--- src/rtl/instr_encoder.sv ---
// Instruction encoder / program loader: packs decoded field bundles into
// 32-bit instruction words and writes them sequentially into imem.
module instr_encoder #(
  parameter int n     = 32,
  parameter int DEPTH = 64,
  localparam int AW   = $clog2(DEPTH)
) (
  input  logic          clk,
  input  logic          rst_n,
  input  logic          start,
  input  logic          finish,
  input  logic          in_valid,
  output logic          in_ready,
  input  logic [5:0]    in_op,
  input  logic [4:0]    in_rs,
  input  logic [4:0]    in_rt,
  input  logic [4:0]    in_rd,
  input  logic [15:0]   in_imm,
  input  logic [25:0]   in_target,
  output logic          mem_we,
  output logic [AW-1:0] mem_addr,
  output logic [n-1:0]  mem_wdata,
  output logic [AW:0]   count,
  output logic          err,
  output logic          done
);

  localparam logic [1:0] IDLE  = 2'd0;
  localparam logic [1:0] LOAD  = 2'd1;
  localparam logic [1:0] WRITE = 2'd2;
  localparam logic [1:0] DONE  = 2'd3;

  localparam logic [5:0] OP_BEQ  = 6'h10;
  localparam logic [5:0] OP_LW   = 6'h20;
  localparam logic [5:0] OP_SW   = 6'h21;
  localparam logic [5:0] OP_ADDI = 6'h22;
  localparam logic [5:0] OP_SUBI = 6'h2B;
  localparam logic [5:0] OP_J    = 6'h30;
  localparam logic [5:0] OP_JAL  = 6'h31;
  localparam logic [5:0] OP_JR   = 6'h33;

  localparam logic [AW:0] FULL = (AW+1)'(DEPTH);

  logic [1:0]    state_reg;
  logic [AW-1:0] wptr_reg;
  logic [AW:0]   count_reg;
  logic [AW:0]   count_next;
  logic          err_reg;
  logic [n-1:0]  word_reg;
  logic [n-1:0]  enc_word;
  logic          enc_legal;

  // Opcode-class packing; anything outside the map is flagged illegal.
  always_comb begin
    enc_word  = '0;
    enc_legal = 1'b0;
    if (in_op inside {[6'h01:6'h0B]}) begin
      enc_word  = n'({in_op, in_rs, in_rt, in_rd, 11'b0});
      enc_legal = 1'b1;
    end else begin
      case (in_op)
        OP_BEQ, OP_LW, OP_SW, OP_ADDI, OP_SUBI: begin
          enc_word  = n'({in_op, in_rs, in_rt, in_imm});
          enc_legal = 1'b1;
        end
        OP_J, OP_JAL: begin
          enc_word  = n'({in_op, in_target});
          enc_legal = 1'b1;
        end
        OP_JR: begin
          enc_word  = n'({in_op, in_rs, 21'b0});
          enc_legal = 1'b1;
        end
        default: begin
          enc_word  = '0;
          enc_legal = 1'b0;
        end
      endcase
    end
  end

  assign count_next = count_reg + 1'b1;

  always_ff @(posedge clk or negedge rst_n) begin
    if (!rst_n) begin
      state_reg <= IDLE;
      wptr_reg  <= '0;
      count_reg <= '0;
      err_reg   <= 1'b0;
      word_reg  <= '0;
    end else if (start) begin
      // Restart from any state; an in-flight WRITE is dropped.
      state_reg <= LOAD;
      wptr_reg  <= '0;
      count_reg <= '0;
      err_reg   <= 1'b0;
    end else begin
      case (state_reg)
        LOAD: begin
          if (finish || count_reg == FULL) begin
            state_reg <= DONE;
          end else if (in_valid) begin
            if (enc_legal) begin
              word_reg  <= enc_word;
              state_reg <= WRITE;
            end else begin
              err_reg <= 1'b1;
            end
          end
        end
        WRITE: begin
          count_reg <= count_next;
          if (count_next == FULL) begin
            state_reg <= DONE;
          end else begin
            wptr_reg  <= wptr_reg + 1'b1;
            state_reg <= LOAD;
          end
        end
        default: state_reg <= state_reg;
      endcase
    end
  end

  // finish takes priority over a simultaneous bundle, so it masks in_ready.
  assign in_ready  = (state_reg == LOAD) && !finish;
  assign mem_we    = (state_reg == WRITE) && !start;
  assign mem_addr  = wptr_reg;
  assign mem_wdata = word_reg;
  assign count     = count_reg;
  assign err       = err_reg;
  assign done      = (state_reg == DONE);

endmodule

--- config.mk ---
export PLATFORM = sky130hd
export DESIGN_NAME = instr_encoder
export DESIGN_NICKNAME = d
export VERILOG_FILES = /design/src/rtl/instr_encoder.sv
export SDC_FILE = /design/constraint.sdc
export NUM_CORES = 1
export LEC_CHECK = 0
export BUFFER_PORTS_ARGS = -buffer_cell sky130_fd_sc_hd__buf_2
export CORE_MARGIN = 4
export CORE_UTILIZATION = 43
export CTS_CLUSTER_DIAMETER = 50
export DETAILED_ROUTE_END_ITERATION = 16
export GPL_TIMING_DRIVEN = 1
export HOLD_SLACK_MARGIN = 0.02
export PLACE_DENSITY = 0.86
export SYNTH_ARGS = -nofsm -noshare
export SYNTH_HDL_FRONTEND = slang
export SYNTH_SLANG_ARGS = --single-unit
--- constraint.sdc ---
create_clock -name clk -period 2.32 [get_ports clk]
set_clock_uncertainty 0.15 [all_clocks]
set_input_delay 0.464 -clock clk [delete_from_list [all_inputs] [get_ports clk]]
set_output_delay 0.464 -clock clk [all_outputs]
set_load 0.005 [all_outputs]
# After elaboration in Yosys (flattened, before gate mapping)
# Index checks and enable logic that the tools add are counted.
[op_classes] addsub=2 order_cmp=2 eq_ne=18 n_mux=20 bitwise_logic=2 reduce_logical=17
[ops] op="32-bit case mux with 3 select lines" n=1
[ops] op="6-bit == test (second input constant)" n=7
[ops] op="32-bit two-way mux" n=1
[ops] op="6-bit two-way mux" n=3
[ops] op="7-bit == test (second input constant)" n=2
[ops] op="7-bit two-way mux" n=2
[ops] op="2-bit two-way mux" n=5
[ops] op="4-bit inequality test (second input constant)" n=2
[ops] op="8-bit OR reduction" n=1
[ops] op="7-bit by 1-bit adder with 7-bit output (second input constant)" n=1
[ops] op="1-bit two-way mux" n=7
[ops] op="6-bit by 1-bit adder with 6-bit output (second input constant)" n=1
[ops] op="6-bit by 5-bit == test with 1-bit output (second input constant)" n=1
[ops] op="6-bit by 1-bit greater-or-equal comparator with 1-bit output (second input constant)" n=1
[ops] op="6-bit by 4-bit less-or-equal comparator with 1-bit output (second input constant)" n=1
[ops] op="2-bit inequality test (second input constant)" n=3
[ops] op="2-bit nonzero test" n=3
[ops] op="5-bit AND reduction" n=1
[ops] op="5-bit OR reduction" n=1
[ops] op="2-bit == test (second input constant)" n=2
[ops] op="2-bit case mux with 2 select lines" n=1
[ops] op="4-bit AND reduction" n=1
[ops] op="1-bit logical AND" n=3
[ops] op="3-bit AND reduction" n=1
[ops] op="other kinds (7)" n=9
[word_totals] regBits=48 inputBits=68 out_inout_bits=49 word_cells=66

# Depth between registers and ports, before layout
[depth] word_depth=9 depth_mapped=10 ltp_nobuf=7

# Worst setup path after synthesis
# No wires, ideal clock.
[synth_path] path_type="input port to flip-flop" from="input in_op[4]" to="register word_reg[10], in the netlist mem_wdata[10]" setup_ns=0.125 arrival_time_ns=2.010 t_required_ns=2.045 setup_slack_ns=0.035 cell_stages=8 path_buffers=3 cell_sequence="buf_2 a21bo_2 a32oi_1 o211ai_1 and2_1 buf_6 buf_6 mux2_4"
[synth_via] elab_chain_cells=5 elab_cells_between_ends=19
[synth_rtl] element="start: declaration" line_no="14" source="input logic [5:0] in_op,"
[synth_rtl] element="6-bit == test or 6-bit by 5-bit == test with 1-bit output (tied branches)" line_no="61" source="case (in_op)"
[synth_rtl] element="8-bit OR reduction (no source line)"
[synth_rtl] element="1-bit two-way mux" line_no="61"
[synth_rtl] element="1-bit two-way mux" line_no="57" source="if (in_op inside {[6'h01:6'h0B]}) begin"
[synth_rtl] element="5-bit AND reduction (no source line)"
[synth_rtl] element="end signal: assignment" line_no="104" source="word_reg <= enc_word;"
[synth_rtl] element="end: declaration" line_no="49" source="logic [n-1:0] word_reg;"
# Several ways; a longest one is shown, not always the timed one.
# A chain may end at the register's enable or synchronous reset.

# Worst setup path after layout
[layout_path] from="register count_reg[5], in the netlist count[5]" to="register word_reg[30], in the netlist mem_wdata[30]"
[layout_via] elab_chain_cells=4
[layout_rtl] element="start: declaration" line_no="46" source="logic [AW:0] count_reg;"
[layout_rtl] element="start signal: assignment" line_no="112" source="count_reg <= count_next;"
[layout_rtl] element="7-bit == test" line_no="100" source="if (finish || count_reg == FULL) begin"
[layout_rtl] element="1-bit logical OR" line_no="100"
[layout_rtl] element="1-bit inverter (no source line)"
[layout_rtl] element="5-bit AND reduction (no source line)"
# No other way between the ends.

==> impl_metrics.toml <==
[floorplan]
start_util_pct = 45.1
dieWidth_um = 87.2
die_area_mm2 = 0.00761
pin_count = 117
rows = 28
die_h_um = 87.2
coreArea_mm2 = 0.00599

[power]
p_int_uw = 1570
p_sw_uw = 621
combPwrFrac_pct = 24.8
total_power_uw = 2190
power_frac_seq_pct = 48.3
ir_drop_uv = 324
swShare_pct = 28.3
power_density_mw_per_mm2 = 612
pwr-share-clk_pct = 26.9
leakage_uw = 0.00177

[sta]
finalHoldViolCount = 0
slew_headroom_pct = 74.2
worstMarginPinSlew_ps = 377
fin_crit_sh_pct = 94.9
setup_viol = 0
fmax_mhz = 454
slew_violations = 0
setup_slack_ps = 117
period_minus_slack_ps = 2200
setup_tns_ps = 0
rsz0062_at_grt = "no"

[logic_synthesis]
synth_area_per_cell_um2 = 9.93
syn_inst = 272
synthDistinctLibCells = 50
ys.flop_type = "dfrtp_1"
ys.warnings.count = 0
synth_seq_cells = 48
ys_async_sr_fraction_pct = 100
synth_top_area_share_pct = 44.5
synth_nets = 343
synth_edf_count = 0
synth_area_leaders = "dfrtp_1, mux2_4, a21oi_1, a22o_1, o21ai_0"
synth_top_area_cell = "dfrtp_1"
syn-cell-area_mm2 = 0.00270
ys_top_cells_by_count = "dfrtp_1, a21oi_1, nand2_1"
synth_most_common_cell = "dfrtp_1"
seq_area_frac_synth_pct = 44.5

[hold_path]
worstHoldStart = "in_target[24]"
min_to = "mem_wdata[24]$_DFFE_PN0P_"
hold_depth = 3
min_path_type = "primary input to register"

[placement]
place_hpwl_mm = 5.80
place_congestion = 0.909
portBuffers = 116
dp_slack_ps = 92.2
placedCellCount = 469

[global_routing]
grt_max_degree = 23
grt-ovfl-total = 0
antenna_found_initial = 0
grt_pass1_vias = 2658
grt_first_pass_wirelength_mm = 12.3
grt_usage_pct = 19.7

[detailed_routing]
remaining_drc_errors = 0
antenna_left = 0
vias_per_cell = 5.67
initialDrtViolationCount = 220
drt_pass1_iterations = 5
drt-wirelength-per-cell_um = 15.8
wirelength_mm = 7.54
dr_total_vias = 2711

[clock_tree]
cts_buffer_depth = 2
htreeDepth = 2
cts.clk_slew.worst_paths_ps = 90
cts_buffers = 5
clockRootBuffer = "clkbuf_8"
cts.sinks = 48
cts_tree = "done"
cts_setup_buffers = 0
insertion_delay_ps = 290

[flow_run]
maxCapViolCount = 0

[setup_path]
end_kind = "register"
r2r_setup_slack_ps = 120
crit_path_max_fanout = 14
path_class = "register to register"
worst_r2r_path_depth = 6
crit_required_ps = 2360
rr_endpoint = "mem_wdata[30]$_DFFE_PN0P_"
cp-start-kind = "register"
cp_data_arrival_time_ps = 2240
r2r_start = "count[5]$_DFFE_PN0P_"

[layout]
area_growth_pct = 32.7
largest_register_ffs = 32
final_nets = 473
insertedDiodeCount = 0
fin_cells = 478
post-route-util_pct = 59.8
drive_above_1_share_pct = 42.4
nFillCells = 511

[run_status]
outcome = "finished clean"
[metrics by stage]
step | cell area [µm²] | hold WS (ps)
floorplan | 2700 | 18.4
global placement | 3470 | 178
detailed placement | 3470 | 184
CTS | 3580 | 263
global route | 3580 | 270
finish | 3580 | 268
[per-layer routing]
layer,track usage [%],wire length (µm)
met1,26.8,3080
met2,32.4,3780
met3,3.31,584
met4,5.16,92
met5,0,0
[worst max-delay path, stage by stage (launching register included)]
cell and delay [ps]:
dfrtp_1 430, or4b_4 540, o211ai_2 220, nor2_2 60, and2_1 190, buf_4 200, mux2_4 300
[kinds of logic (layout without fill, tap and decap cells)]
| logic type | after synthesis | count (layout) | share of synthesized area, % |
|---|---|---|---|
| buffers and inverters | 26 | 157 | 5.24 |
| adder cells (fa/ha/maj) | 3 | 3 | 1.39 |
| flip-flops | 48 | 48 | 44.5 |
| AO/OA/AOI/OAI | 96 | 96 | 23.6 |
| AND/OR/NAND/NOR | 72 | 72 | 13.4 |
| XOR/XNOR | 9 | 9 | 2.92 |
| multiplexers | 18 | 18 | 8.90 |
[worst max-delay path by stage]
stage	depth (start not counted)	from	slack, ps	to
finish	6	count[5]$_DFFE_PN0P_	120	mem_wdata[30]$_DFFE_PN0P_
global route	6	count[5]$_DFFE_PN0P_	50	mem_wdata[30]$_DFFE_PN0P_
CTS	6	count[5]$_DFFE_PN0P_	100	mem_wdata[30]$_DFFE_PN0P_
detailed placement	7	in_op[0]	90	mem_wdata[30]$_DFFE_PN0P_
global placement	8	in_op[0]	150	mem_wdata[30]$_DFFE_PN0P_
floorplan	8	in_op[4]	30	mem_wdata[10]$_DFFE_PN0P_
[power groups by stage]
stage | sequential (µW) | combinational [µW] | clock, µW
after floorplan | 1080 | 231 | 0
after global placement | 1070 | 531 | 0
after detailed placement | 1070 | 553 | 0
after CTS | 1060 | 553 | 603
after global routing | 1080 | 606 | 636
final | 1060 | 545 | 591
[what timing repair did]
item | 4_1_cts | 5_1_grt
gates resized for setup | 0 | 0
endpoints found under the hold margin | 8 | 0
hold buffers | 1 | 0
[cell usage in the layout, fill, tap and decap left out, types with 7 or more instances in the layout]
cell | synthesis | final
a21oi_1 | 29 | 29
nor2_1 | 17 | 17
inv_1 | 8 | 8
mux2_4 | 11 | 11
buf_2 | 8 | 116
buf_4 | 1 | 23
xor2_1 | 7 | 7
dfrtp_1 | 48 | 48
a22o_1 | 11 | 11
nand2_1 | 21 | 21
o21ai_0 | 18 | 18
a31oi_1 | 13 | 13
[cell type report]
cell class              instances  area [µm²]  share of cell area, %
multi-input cells             198        1370                   38.2
flip-flops and latches         48        1200                   33.5
repair buffers                141         783                   21.9
well taps                      75        93.8                   2.62
clock buffers                   6        72.6                   2.03
clock inverters                 2        35.0                  0.978
inverters                       8        30.0                  0.838
Note: power is estimated with default switching activity, not from simulation.
